<file path="src/rtl/pipe_pkg.sv">
// Shared pipeline-stage definitions: per-boundary control widths and the NOP
// control encodings each boundary passes as CTRL_RST to pipe_stage_reg.
package pipe_pkg;

  localparam int IFID_CTRL_W  = 4;
  localparam int IDEX_CTRL_W  = 12;
  localparam int EXMEM_CTRL_W = 8;
  localparam int MEMWB_CTRL_W = 7;

  localparam int IFID_DATA_W  = 64;
  localparam int IDEX_DATA_W  = 96;
  localparam int EXMEM_DATA_W = 64;
  localparam int MEMWB_DATA_W = 64;

  // A NOP is any control word with regWrite/memWrite low; all-zero is the simplest
  localparam logic [IFID_CTRL_W-1:0]  IFID_NOP_CTRL  = '0;
  localparam logic [IDEX_CTRL_W-1:0]  IDEX_NOP_CTRL  = '0;
  localparam logic [EXMEM_CTRL_W-1:0] EXMEM_NOP_CTRL = '0;
  localparam logic [MEMWB_CTRL_W-1:0] MEMWB_NOP_CTRL = '0;

  function automatic logic [1:0] beatCount(input logic mHeld, input logic sHeld);
    return {1'b0, mHeld} + {1'b0, sHeld};
  endfunction

endpackage

</file>
<file path="src/rtl/pipe_slot.sv">
// One valid+ctrl+data register. Flush and clear drop the beat and park the
// control field at CTRL_RST; data is only touched by reset and load.
module pipe_slot
  import pipe_pkg::*;
#(
  parameter int                DATA_W   = 64,
  parameter int                CTRL_W   = 8,
  parameter logic [CTRL_W-1:0] CTRL_RST = '0
) (
  input  logic              clk,
  input  logic              resetn,
  input  logic              load,
  input  logic              clear,
  input  logic              flush,
  input  logic [DATA_W-1:0] dataIn,
  input  logic [CTRL_W-1:0] ctrlIn,
  output logic              valid,
  output logic [DATA_W-1:0] data,
  output logic [CTRL_W-1:0] ctrl
);

  // Priority: reset, then flush, then load, then clear
  always_ff @(posedge clk) begin
    if (!resetn) begin
      valid <= 1'b0;
      data  <= '0;
      ctrl  <= CTRL_RST;
    end else if (flush) begin
      valid <= 1'b0;
      ctrl  <= CTRL_RST;
    end else if (load) begin
      valid <= 1'b1;
      data  <= dataIn;
      ctrl  <= ctrlIn;
    end else if (clear) begin
      valid <= 1'b0;
      ctrl  <= CTRL_RST;
    end
  end

endmodule

</file>
<file path="src/rtl/pipe_stage_reg.sv">
// Handshaked pipeline register with flush and control bubbling.
// Define PIPE_SKID_EN to add a skid slot so in_ready comes straight from a flop.
module pipe_stage_reg
  import pipe_pkg::*;
#(
  parameter int                DATA_W   = 64,
  parameter int                CTRL_W   = 8,
  parameter logic [CTRL_W-1:0] CTRL_RST = '0
) (
  input  logic              clk,
  input  logic              resetn,
  input  logic              in_valid,
  output logic              in_ready,
  input  logic [DATA_W-1:0] in_data,
  input  logic [CTRL_W-1:0] in_ctrl,
  input  logic              flush,
  output logic              out_valid,
  input  logic              out_ready,
  output logic [DATA_W-1:0] out_data,
  output logic [CTRL_W-1:0] out_ctrl,
  output logic [1:0]        occupancy
);

  logic              mValid;
  logic              mLoad;
  logic              mClear;
  logic [DATA_W-1:0] mDataIn;
  logic [CTRL_W-1:0] mCtrlIn;
  logic              xferIn;
  logic              xferOut;

  assign xferIn    = in_valid && in_ready;
  assign xferOut   = mValid && out_ready;
  assign out_valid = mValid;

  pipe_slot #(.DATA_W(DATA_W), .CTRL_W(CTRL_W), .CTRL_RST(CTRL_RST)) mainSlot (
    .clk    (clk),
    .resetn (resetn),
    .load   (mLoad),
    .clear  (mClear),
    .flush  (flush),
    .dataIn (mDataIn),
    .ctrlIn (mCtrlIn),
    .valid  (mValid),
    .data   (out_data),
    .ctrl   (out_ctrl)
  );

`ifdef PIPE_SKID_EN
  logic              sValid;
  logic              sLoad;
  logic              sClear;
  logic [DATA_W-1:0] sData;
  logic [CTRL_W-1:0] sCtrl;

  assign in_ready = !sValid;

  // S refills M first; while S is full in_ready is low, so no input competes
  always_comb begin
    mLoad   = 1'b0;
    mDataIn = in_data;
    mCtrlIn = in_ctrl;
    sLoad   = 1'b0;
    sClear  = 1'b0;
    if (xferOut && sValid) begin
      mLoad   = 1'b1;
      mDataIn = sData;
      mCtrlIn = sCtrl;
      sClear  = 1'b1;
    end else if (xferIn && (!mValid || out_ready)) begin
      mLoad = 1'b1;
    end else if (xferIn) begin
      sLoad = 1'b1;
    end
  end

  assign mClear = xferOut && !mLoad;

  pipe_slot #(.DATA_W(DATA_W), .CTRL_W(CTRL_W), .CTRL_RST(CTRL_RST)) skidSlot (
    .clk    (clk),
    .resetn (resetn),
    .load   (sLoad),
    .clear  (sClear),
    .flush  (flush),
    .dataIn (in_data),
    .ctrlIn (in_ctrl),
    .valid  (sValid),
    .data   (sData),
    .ctrl   (sCtrl)
  );

  assign occupancy = beatCount(mValid, sValid);
`else
  assign in_ready  = !mValid || out_ready;
  assign mLoad     = xferIn;
  assign mClear    = xferOut && !xferIn;
  assign mDataIn   = in_data;
  assign mCtrlIn   = in_ctrl;
  assign occupancy = beatCount(mValid, 1'b0);
`endif

endmodule

</file>
<file path="config.mk">
export PLATFORM = sky130hd
export DESIGN_NAME = pipe_stage_reg
export DESIGN_NICKNAME = d
export VERILOG_FILES = /design/src/rtl/pipe_pkg.sv /design/src/rtl/pipe_slot.sv /design/src/rtl/pipe_stage_reg.sv
export SDC_FILE = /design/constraint.sdc
export NUM_CORES = 1
export LEC_CHECK = 0
export CAP_MARGIN = 25
export CORE_MARGIN = 1.5
export CORE_UTILIZATION = 36
export DETAILED_ROUTE_END_ITERATION = 10
export GPL_ROUTABILITY_DRIVEN = 0
export MAX_ROUTING_LAYER = met4
export PLACE_DENSITY = 0.86
export REMOVE_ABC_BUFFERS = 1
export SYNTH_ARGS = -nofsm -noshare
export SYNTH_HDL_FRONTEND = slang
export SYNTH_HIERARCHICAL = 1
export SYNTH_SLANG_ARGS = --single-unit
</file>
<file path="constraint.sdc">
create_clock -name clk -period 1.3 [get_ports clk]
set_input_delay 0.26 -clock clk [delete_from_list [all_inputs] [get_ports clk]]
set_output_delay 0.26 -clock clk [all_outputs]
set_load 0.005 [all_outputs]
</file>
==> flow_metrics.tcl <==
set metrics [dict create \
    final_period_minus_worst_setup_slack_ns 1.33 \
    tritoncts "built" \
    clk_latency_ns 0.33 \
    fin_hold_ws_ns 0.343 \
    grt_max_degree 44 \
    antenna_cells_inserted 0 \
    critical_path_arrival_ns 1.60 \
    timing.rr.start "mainSlot/valid" \
    crit_fanout 5 \
    num_io_pins 153 \
    synth.distinct_cells 22 \
    cts.reportedPaths.clkPinSlew_ns 0.08 \
    power.density_cell_area_mw_per_mm2 1040 \
    via_count 2757 \
    dieWidth_um 93.6 \
    grt_first_pass_wirelength_mm 12.7 \
    failed_checks "setup timing" \
    reg2regPathDepth 7 \
    setup.worst_path.start "mainSlot/valid" \
    start_util 0.376 \
    route.detailed.drc 0 \
    num_rows 32 \
    antenna_violations_before_repair 0 \
    fin_worst_skew_ns 0.00932 \
    route.detailed.wl_per_inst_um 14.3 \
    min_from "resetn" \
    first_global_vias 2758 \
    worstHoldEndpoint "mainSlot/data[37]" \
    synth-seq-cells 73 \
    crit_path_start_kind "flop" \
    worstHoldPathCells 2 \
    layout_common_cells "sky130_fd_sc_hd__nand2_1 (98), sky130_fd_sc_hd__dlygate4sd2_1 (74), sky130_fd_sc_hd__clkdlybuf4s50_1 (73), sky130_fd_sc_hd__dfxtp_1 (56), sky130_fd_sc_hd__a21boi_1 (37)" \
    nNetsFinal 559 \
    cts.sink_count 73 \
    drv.max_cap_violation_count 0 \
    setup.worst_path.end_class "flop" \
    die_height_um 93.6 \
    h-tree-depth 3 \
    grt_overflow_total 0 \
    cts_buffers 9 \
    detail-route-antenna-nets 0 \
    hold_class "primary input to flop" \
    run_status "complete, but fails checks" \
    netlist_instances 327 \
    fmax_ghz 0.754 \
    ctsLongestPathBuffers 2 \
    report.power.total_uw 5160 \
    cts-root-buf "sky130_fd_sc_hd__clkbuf_8" \
    syn2layout_area_growth_pct 68.6 \
    place.port_buffers 151 \
    area_of_the_core_region_mm2 0.00785 \
    worstSetupPathType "flop to flop" \
    seq_total_area_yosys 0.495 \
    post_route_cells_drive_above_1_share 0.245 \
    r2r_slack_ns -0.03 \
    r2r_end "mainSlot/data[7]" \
    grt_setup_unrepaired "true" \
    fp.dieArea_mm2 0.00876 \
    power.static_leakage_uw 0.00220 \
    max-vdd-ir-drop_v 0.000567 \
    syn_area_mm2 0.00295 \
    timing.final.crit_share 1.02 \
    detailedRoute.firstIterationViolations 87 \
    ys.warnings.count 6 \
    grt_use_total 0.189 \
    cp.required_ns 1.57 \
    final-setup-viol-count 6 \
    vias_per_cell 4.69 \
    report.final.hold_viol_count 0 \
    syn_avg_cell_area_um2 9.03 \
    post-dp-hpwl_mm 5.48 \
    final_max_slew_viol_count 0 \
    mostFrequentLayoutCell "sky130_fd_sc_hd__nand2_1" \
    drtPass1Iterations 4 \
    setup_slack_ns -0.0257 \
    routed_wl_mm 8.38 \
]
layout make-up:
cell class / instances / area, um2
Fill cell: 665 / 2870
Timing Repair Buffer: 171 / 1760
Sequential cell: 73 / 1480
Multi-Input combinational cell: 226 / 1400
Clock buffer: 10 / 128
Tap cell: 102 / 128
Clock inverter: 5 / 81.3
Inverter: 1 / 3.75
worst max-delay path: stages, from the launching register on:
cell,delay (ns)
sky130_fd_sc_hd__dfxtp_2,0.34
sky130_fd_sc_hd__nand2b_4,0.06
sky130_fd_sc_hd__and2_4,0.15
sky130_fd_sc_hd__and2b_4,0.23
sky130_fd_sc_hd__buf_12,0.15
sky130_fd_sc_hd__clkbuf_16,0.15
sky130_fd_sc_hd__nand2_2,0.06
sky130_fd_sc_hd__a21boi_2,0.12
where the power goes:
group / switching [uW] / total (uW) / internal, uW
clock: 822 / 1890 / 1070
sequential: 48.0 / 2390 / 2340
combinational: 345 / 874 / 529
stage by stage:
stage	utilization	setup slack [ns]	cells	setup TNS, ns	cell area (um2)
floorplan	-	-1.06	300	-66.38	2740
global placement	0.574	-0.460	563	-27.89	4510
detailed placement	0.574	-0.533	563	-30.78	4510
CTS	0.620	-0.101	588	-4.08	4870
global route	0.635	-0.0760	588	-2.19	4980
finish	0.635	-0.0257	588	-0.0501	4980
cells by family after synthesis:
family | count (synthesis) | synth area share
flops | 73 | 0.495
simple gates | 152 | 0.228
other cells | 1 | 0.00127
buf+inv | 28 | 0.0724
compound gates | 73 | 0.203
cell usage after synthesis:
master / instances / area, um2
sky130_fd_sc_hd__nor3b_1: 8 / 60.1
sky130_fd_sc_hd__clkbuf_1: 8 / 30.0
sky130_fd_sc_hd__nor2_1: 10 / 37.5
sky130_fd_sc_hd__nand2b_4: 1 / 13.8
sky130_fd_sc_hd__buf_1: 1 / 3.75
sky130_fd_sc_hd__nand2b_1: 2 / 12.5
sky130_fd_sc_hd__buf_2: 7 / 35.0
sky130_fd_sc_hd__nand2_2: 20 / 125
sky130_fd_sc_hd__and2b_1: 1 / 7.51
sky130_fd_sc_hd__buf_6: 1 / 11.3
sky130_fd_sc_hd__a21boi_0: 4 / 30.0
sky130_fd_sc_hd__a21boi_1: 40 / 300
sky130_fd_sc_hd__and2_4: 1 / 8.76
sky130_fd_sc_hd__buf_12: 2 / 40.0
sky130_fd_sc_hd__a21boi_2: 20 / 225
sky130_fd_sc_hd__a21oi_1: 9 / 45.0
sky130_fd_sc_hd__nand2_1: 109 / 409
sky130_fd_sc_hd__dfxtp_1: 73 / 1460
sky130_fd_sc_hd__conb_1: 1 / 3.75
sky130_fd_sc_hd__inv_1: 1 / 3.75
sky130_fd_sc_hd__buf_8: 4 / 60.1
sky130_fd_sc_hd__buf_4: 4 / 30.0
sequential cells by signal, summed over array words and instances (netlist names):
signal	cells
mainSlot/ctrl	8
mainSlot/data	64
mainSlot/valid	1
routing by layer:
layer	vias up	wire length, um	part of all wire	track usage
li1	1354	-	-	-
met4	0	167	0.020	0.0734
met3	20	483	0.058	0.0463
met2	108	4200	0.50	0.323
met5	-	0	0	-
met1	1275	3530	0.42	0.213
how the worst max path moves through the flow:
stage                              to  slack, ns  depth (start not counted)
finish               mainSlot/data[7]      -0.03                          7
global route         mainSlot/data[7]      -0.08                          7
CTS                  mainSlot/data[5]      -0.10                          8
detailed placement  mainSlot/data[58]      -0.53                          7
global placement    mainSlot/data[58]      -0.46                          7
floorplan           mainSlot/data[57]      -1.06                          5
what timing repair did:
item / 4_1_cts / 5_1_grt
buffers inserted: 5 / 2
cloned: 5 / 2
resized for setup: 113 / 30
pin swaps: 2 / 18
hold buffers: 0 / 0
endpoints found under the setup margin: 140 / 76
No activity file was read; power rests on OpenSTA's default activity.
